<file path="src/rtl/timer_irq_source.sv">
// Countdown timer that raises a CP0 HWInt request: pending appears PRESET+2 cycles after EN is set, and irq follows pending with no added latency.
// The single-cycle bridge port never stalls, and CPU writes are applied before the state machine acts on them in the same cycle.
module timer_irq_source #(
    parameter logic [31:0] PRESET_INIT = 32'h0
) (
    input  logic        clk,
    input  logic        reset,
    input  logic        sel,
    input  logic        we,
    input  logic [1:0]  addr,
    input  logic [31:0] wdata,
    output logic [31:0] rdata,
    output logic        irq
);

    typedef enum logic [1:0] {
        IDLE = 2'd0,
        LOAD = 2'd1,
        CNT  = 2'd2,
        INT  = 2'd3
    } state_t;

    localparam logic [1:0] ADDR_CTRL   = 2'd0;
    localparam logic [1:0] ADDR_PRESET = 2'd1;
    localparam logic [1:0] ADDR_COUNT  = 2'd2;

    state_t      state;
    logic        ctrlEn;
    logic [1:0]  ctrlMode;
    logic        ctrlIm;
    logic [31:0] preset;
    logic [31:0] count;
    logic        pending;

    logic        wrCtrl;
    logic        wrPreset;
    logic        enW;
    logic [1:0]  modeW;
    logic        imW;
    logic [31:0] presetW;
    logic        autoReload;

    assign wrCtrl   = sel && we && (addr == ADDR_CTRL);
    assign wrPreset = sel && we && (addr == ADDR_PRESET);

    // Register values as seen after this cycle's CPU write; the FSM decides on these.
    assign enW        = wrCtrl   ? wdata[0]   : ctrlEn;
    assign modeW      = wrCtrl   ? wdata[2:1] : ctrlMode;
    assign imW        = wrCtrl   ? wdata[3]   : ctrlIm;
    assign presetW    = wrPreset ? wdata      : preset;
    assign autoReload = (modeW == 2'b01);

    always_ff @(posedge clk) begin
        if (reset) begin
            state    <= IDLE;
            ctrlEn   <= 1'b0;
            ctrlMode <= 2'b00;
            ctrlIm   <= 1'b0;
            preset   <= PRESET_INIT;
            count    <= 32'h0;
            pending  <= 1'b0;
        end else begin
            ctrlEn   <= enW;
            ctrlMode <= modeW;
            ctrlIm   <= imW;
            preset   <= presetW;

            // Software acknowledge; the expiry set below overrides it when both land together.
            if (wrCtrl || wrPreset) begin
                pending <= 1'b0;
            end

            case (state)
                IDLE: begin
                    if (enW) begin
                        state <= LOAD;
                    end
                end
                LOAD: begin
                    count <= presetW;
                    state <= CNT;
                end
                CNT: begin
                    if (!enW) begin
                        state <= IDLE;
                    end else if (count > 32'd1) begin
                        count <= count - 32'd1;
                    end else begin
                        count   <= 32'h0;
                        pending <= 1'b1;
                        state   <= INT;
                    end
                end
                INT: begin
                    if (autoReload) begin
                        pending <= 1'b0;
                        state   <= LOAD;
                    end else begin
                        // A CTRL write in this cycle keeps its EN so software can re-arm.
                        if (!wrCtrl) begin
                            ctrlEn <= 1'b0;
                        end
                        state <= IDLE;
                    end
                end
                default: state <= IDLE;
            endcase
        end
    end

    always_comb begin
        rdata = 32'h0;
        case (addr)
            ADDR_CTRL:   rdata = {28'h0, ctrlIm, ctrlMode, ctrlEn};
            ADDR_PRESET: rdata = preset;
            ADDR_COUNT:  rdata = count;
            default:     rdata = 32'h0;
        endcase
    end

    assign irq = ctrlIm & pending;

endmodule

</file>
<file path="config.mk">
export PLATFORM = sky130hd
export DESIGN_NAME = timer_irq_source
export DESIGN_NICKNAME = d
export VERILOG_FILES = /design/src/rtl/timer_irq_source.sv
export SDC_FILE = /design/constraint.sdc
export NUM_CORES = 1
export LEC_CHECK = 0
export BUFFER_PORTS_ARGS = -buffer_cell sky130_fd_sc_hd__buf_2
export CAP_MARGIN = 0
export CORE_ASPECT_RATIO = 0.7
export CORE_UTILIZATION = 42
export CTS_CLUSTER_DIAMETER = 80
export CTS_CLUSTER_SIZE = 16
export DETAILED_ROUTE_END_ITERATION = 12
export SLEW_MARGIN = 20
export SYNTH_ARGS = -nofsm -noshare
export SYNTH_HDL_FRONTEND = slang
export SYNTH_SLANG_ARGS = --single-unit
export TNS_END_PERCENT = 20
</file>
<file path="constraint.sdc">
create_clock -name clk -period 2.9 [get_ports clk]
set_input_delay 0.29 -clock clk [delete_from_list [all_inputs] [get_ports clk]]
set_output_delay 0.29 -clock clk [all_outputs]
set_load 0.1 [all_outputs]
</file>
==> results of run 1 <==
==> placed cells by master (no fill, tap or decap), types with 3 or more instances in the layout <==
master,count
nor4_1,16
mux2i_1,39
a31oi_1,10
clkbuf_16,9
buf_2,70
or3_1,5
nand2b_1,5
nand2_1,23
a41oi_1,6
or4_1,4
nand4_1,10
nand3_1,5
dfxtp_1,71
o21a_1,7
a22o_1,28
and2_1,4
a211oi_1,6
a311oi_1,3
a2111oi_0,5
buf_4,24
o21ai_0,13
nor2_1,68
nor3_1,16
o221ai_1,5
clkinv_2,4
nor2b_1,4
a21oi_1,42
o32ai_1,3
inv_1,10
==> final cells by class <==
cell class / instances / share of cell area [%]
Inverter: 10 / 0.773
Timing Repair Buffer: 94 / 10.9
Clock buffer: 12 / 5.28
Sequential cell: 71 / 29.3
Multi-Input combinational cell: 372 / 50.2
Clock inverter: 4 / 0.412
Tap cell: 124 / 3.19
==> worst max-delay path, stage by stage (launching register included) <==
cell	delay (ps)
dfxtp_1	390
or4_4	620
or4_4	460
o31a_1	310
buf_4	210
a41oi_1	250
a31oi_1	110
==> state kept, by name, indices dropped and copies added, names as in the netlist <==
signal / count
ctrlMode: 2
ctrlIm: 1
pending: 1
state: 2
preset: 32
count: 32
ctrlEn: 1
==> report_power, final <==
part           leakage, nW  internal (W)  switching [W]  total [W]
registers            0.574      0.000993      0.0000172    0.00101
clock network        0.142      0.000619       0.000409    0.00103
logic                 1.44      0.000113       0.000213   0.000327
total                 2.15       0.00173       0.000640    0.00237
==> worst paths after layout <==
kind	from	endpoint	cells after the start
max reg2reg	count[4]$_SDFFE_PP0P_	count[5]$_SDFFE_PP0P_	6
min	wdata[20]	preset[20]$_SDFF_PP0_	3
max	count[4]$_SDFFE_PP0P_	count[5]$_SDFFE_PP0P_	6
min reg2reg	preset[20]$_SDFF_PP0_	preset[20]$_SDFF_PP0_	2
==> per-stage QoR <==
| step | hold slack [ps] | cells |
|---|---|---|
| final | 209 | 687 |
| after floorplan | 437 | 494 |
| after global placement | 494 | 671 |
| after global routing | 228 | 687 |
| after detailed placement | 517 | 671 |
| after CTS | 208 | 687 |
==> logic make-up after synthesis <==
family | share of synthesized area [%]
simple gates | 22.1
compound gates | 26.0
flops | 34.8
buf+inv | 5.75
mux | 10.1
xor+xnor | 0.643
fa+ha+maj | 0.612
==> metal layers <==
layer  track usage [%]  vias up  part of all wire [%]
met1              37.9     1952                    51
li1                  -     2009                     -
met5                 0        -                     0
met2              36.1      141                    42
met4              6.59        0                  0.84
met3              5.57       11                   6.5
==> synthesized netlist by cell type (5+ instances only) <==
library cell  number  area share (%)
nor2b_1            6            0.92
nor2_1            68             6.2
o21a_1             7             1.3
a211oi_1           6             1.1
clkbuf_1          30             2.8
a41oi_1            6             1.3
nand4_1           10             1.5
a22o_1            28             6.0
nand3_1            5            0.61
mux2i_1           39             9.5
o221ai_1           5             1.1
a2111oi_0          5             1.1
or3_1              5            0.76
nand2_1           23             2.1
inv_1             10            0.92
o21ai_0           14             1.7
a21oi_1           42             5.1
nor4_1            16             2.4
nand2b_1           5            0.76
dfxtp_1           71              35
a31oi_1           10             1.5
buf_6              5             1.4
buf_2              5            0.61
nor3_1            16             2.0
==> impl_metrics.ini, run 1 <==
[run]
drv_cap = 0

[timing]
max_freq_mhz = 400
setup_viol = 0
timing.final.ws_setup_ps = 400
timing.setup.tns_ps = 0
relSlewSlack_pct = 57.6
drv_slew = 0
finalCritPeriodShare_pct = 86.2
final.setup_skew_ps = 7.78
hold_viol = 0
period_minus_slack_ps = 2500
rsz0062_at_grt = no
worst_pin_slew_ps = 630

[global_routing]
grt.overflow.total = 0
grt_pass1_vias = 3804
grt_max_degree = 33
antenna_found_initial = 0
grt_pass1_wl_um = 20000
grt_usage_pct = 25.3

[setup_path]
crit_path_max_fanout = 17
crit_type = reg -> reg
start_kind = flop
reg2reg_slack_ps = 400
worstPathRequired_ps = 3110
arrival_ps = 2710
end_kind = flop

[floorplanning]
design.die.area_um2 = 10100
die_x_um = 120
rows = 29
core_um2 = 9250
initial_utilization_pct = 44.2
die_h_um = 84.6
ios = 71

[clock_network]
postCtsResizedCells = 0
hold_buffers = 0
cts.clk_slew.worst_paths_ps = 60
cts_tree = done
cts_made_buffers = 9
postCtsSetupRepairBufs = 0
clockBufferDepth = 2
htreeDepth = 3
worstSkewPairLatency_ps = 340
cts-root-buf = clkbuf_16
cts_sinks = 71

[place]
io_buffers = 70
dp_hpwl_um = 8530
gp_congestion = 0.855
post_dp_cell_area_um2 = 4580
dp_slack_ps = 427

[detailed_routing]
drt_iter0_drc = 271
wl_um = 12300
wl_per_cell_um = 17.9
vias_per_cell = 5.99
antenna_left = 0
first_pass_iters = 5
drc = 0
vias = 4113

[outcome]
status = finished clean

[final_layout]
fin_util_pct = 52.5
num_antenna_cells = 0
syn2layout_area_growth_pct = 18.8
fin_nets = 598
fin_area_um2 = 4860
final_layout_size_suffix_gt1_share_pct = 22.4
fillers = 899
multiInputGateArea_um2 = 2440
final-seq-area_um2 = 1420

[power_and_ir_drop]
power_density_nw_per_um2 = 487
peakVddDrop_mv = 0.343
power_w = 0.00237
power.leakage_nw = 2.15

[synthesis]
ys_types = 62
yosys_warnings = 0
syn_area_um2 = 4090
ys_seq_area_share_pct = 34.8
syn-instance-count = 494
syn_area_per_cell_um2 = 8.28
synth_edf_count = 0
synth-async-reset-ratio_pct = 0
ys.flop_type = dfxtp_1
synthesis.nets = 534
ys_ff_latch = 71

[worst_hold_path]
hp-class = in -> reg
No activity file was read; power rests on OpenSTA's default activity.
==> run 2: changes to the inputs <==
--- a/config.mk
+++ b/config.mk
@@ -12,6 +12,7 @@
 export CTS_CLUSTER_DIAMETER = 80
 export CTS_CLUSTER_SIZE = 16
 export DETAILED_ROUTE_END_ITERATION = 12
+export REMOVE_ABC_BUFFERS = 1
 export SLEW_MARGIN = 20
 export SYNTH_ARGS = -nofsm -noshare
 export SYNTH_HDL_FRONTEND = slang
==> impl_metrics.ini, run 2 (synthesis results as in run 1) <==
[setup_path]
worstPathRequired_ps = 3100
ff2ff_path_depth = 6
arrival_ps = 2910
reg2reg_slack_ps = 190
crit_path_max_fanout = 15
end_kind = flop
r2r-start = count[4]$_SDFFE_PP0P_
r2r_end = count[22]$_SDFFE_PP0P_
start_kind = flop
crit_type = reg -> reg

[detailed_routing]
drc = 0
vias_per_cell = 6.11
antenna_left = 0
vias = 4200
wl_um = 12500
wl_per_cell_um = 18.2
first_pass_iters = 5
drt_iter0_drc = 253

[clock_network]
cts.clk_slew.worst_paths_ps = 50
postCtsSetupRepairBufs = 0
cts_made_buffers = 9
cts_tree = done
clockBufferDepth = 2
worstSkewPairLatency_ps = 340
postCtsResizedCells = 0
hold_buffers = 0
cts-root-buf = clkbuf_16
cts_sinks = 71
htreeDepth = 3

[timing]
setup_viol = 0
finalCritPeriodShare_pct = 93.3
drv_slew = 0
timing.setup.tns_ps = 0
final.setup_skew_ps = 7.58
worst_pin_slew_ps = 739
period_minus_slack_ps = 2710
relSlewSlack_pct = 50.3
hold_viol = 0
timing.final.ws_setup_ps = 193
max_freq_mhz = 369
rsz0062_at_grt = no

[floorplanning]
core_um2 = 9250
initial_utilization_pct = 44.2
design.die.area_um2 = 10100
ios = 71
rows = 29
die_h_um = 84.6
die_x_um = 120

[global_routing]
grt_pass1_vias = 3889
grt_pass1_wl_um = 20600
grt_usage_pct = 26.0
grt.overflow.total = 0
grt_max_degree = 40
antenna_found_initial = 0

[worst_hold_path]
hold_start = wdata[9]
hp-class = in -> reg
min_path_cells = 3
hold_end = preset[9]$_SDFF_PP0_

[place]
dp_hpwl_um = 8620
gp_congestion = 0.891
dp_slack_ps = 199
io_buffers = 70

[final_layout]
final-seq-area_um2 = 1420
final_layout_size_suffix_gt1_share_pct = 22.2
final_common_cell = dfxtp_1
mostFrequentLayoutCells = dfxtp_1 (71), buf_2 (70), nor2_1 (68)
fillers = 903
syn2layout_area_growth_pct = 19.5
largestRegisters = count: 32 flops, preset: 32 flops
num_antenna_cells = 0
multiInputGateArea_um2 = 2440
fin_nets = 599

[run]
drv_cap = 0

[power_and_ir_drop]
power.leakage_nw = 2.16
peakVddDrop_mv = 0.298
power_density_nw_per_um2 = 489

[outcome]
status = finished clean
[run 2: changes by cell type in the layout (fill, tap and decap cells not counted), sizes merged]
cell    before  now
clkinv       4    0
buf         94   95
clkbuf      12   15
[run 2: through the flow]
stage	total power [W]	utilization (%)	hold WS, ps	cell area (um2)	cells
2_1_floorplan	0.00123	-	355	3890	453
6_report	0.00239	52.8	205	4890	687
3_3_place_gp	0.00135	49.8	495	4610	672
3_5_place_dp	0.00135	49.8	507	4610	672
4_1_cts	0.00240	52.8	196	4890	687
5_1_grt	0.00248	52.8	212	4890	687
[run 2: how the worst max path moves through the flow]
stage	start	to	slack [ps]	cells after the start
finish	count[4]$_SDFFE_PP0P_	count[22]$_SDFFE_PP0P_	190	6
global route	count[12]$_SDFFE_PP0P_	count[22]$_SDFFE_PP0P_	70	7
CTS	count[4]$_SDFFE_PP0P_	count[22]$_SDFFE_PP0P_	210	6
detailed placement	count[4]$_SDFFE_PP0P_	count[22]$_SDFFE_PP0P_	200	6
global placement	count[4]$_SDFFE_PP0P_	count[22]$_SDFFE_PP0P_	310	6
floorplan	we	count[25]$_SDFFE_PP0P_	-320	5
[run 2: routing by layer]
layer | wire length, um | global-route usage (%) | part of all wire (%)
met1 | 6140 | 37.4 | 49
met2 | 5400 | 38.4 | 43
met3 | 838 | 6.52 | 6.7
met4 | 111 | 6.70 | 0.89
met5 | 0 | 0 | 0
[run 2: power breakdown]
| group | internal [W] | switching, W | total, W |
|---|---|---|---|
| clock | 0.000646 | 0.000407 | 0.00105 |
| sequential | 0.000993 | 0.0000161 | 0.00101 |
| combinational | 0.000112 | 0.000217 | 0.000329 |
[run 2: cell type report]
| type | count | area share [%] |
|---|---|---|
| inverter | 10 | 0.768 |
| sequential | 71 | 29.1 |
| clock buffer | 15 | 5.69 |
| multi-input combinational | 372 | 50.0 |
| tap | 124 | 3.18 |
| timing repair buffer | 95 | 11.3 |
[run 2: worst max-delay path, stage by stage, from the launching register on]
cell and delay [ps]:
dfxtp_1 390, or4_4 620, or4_4 470, o31a_1 520
buf_4 300, a21oi_1 170, o32ai_1 100
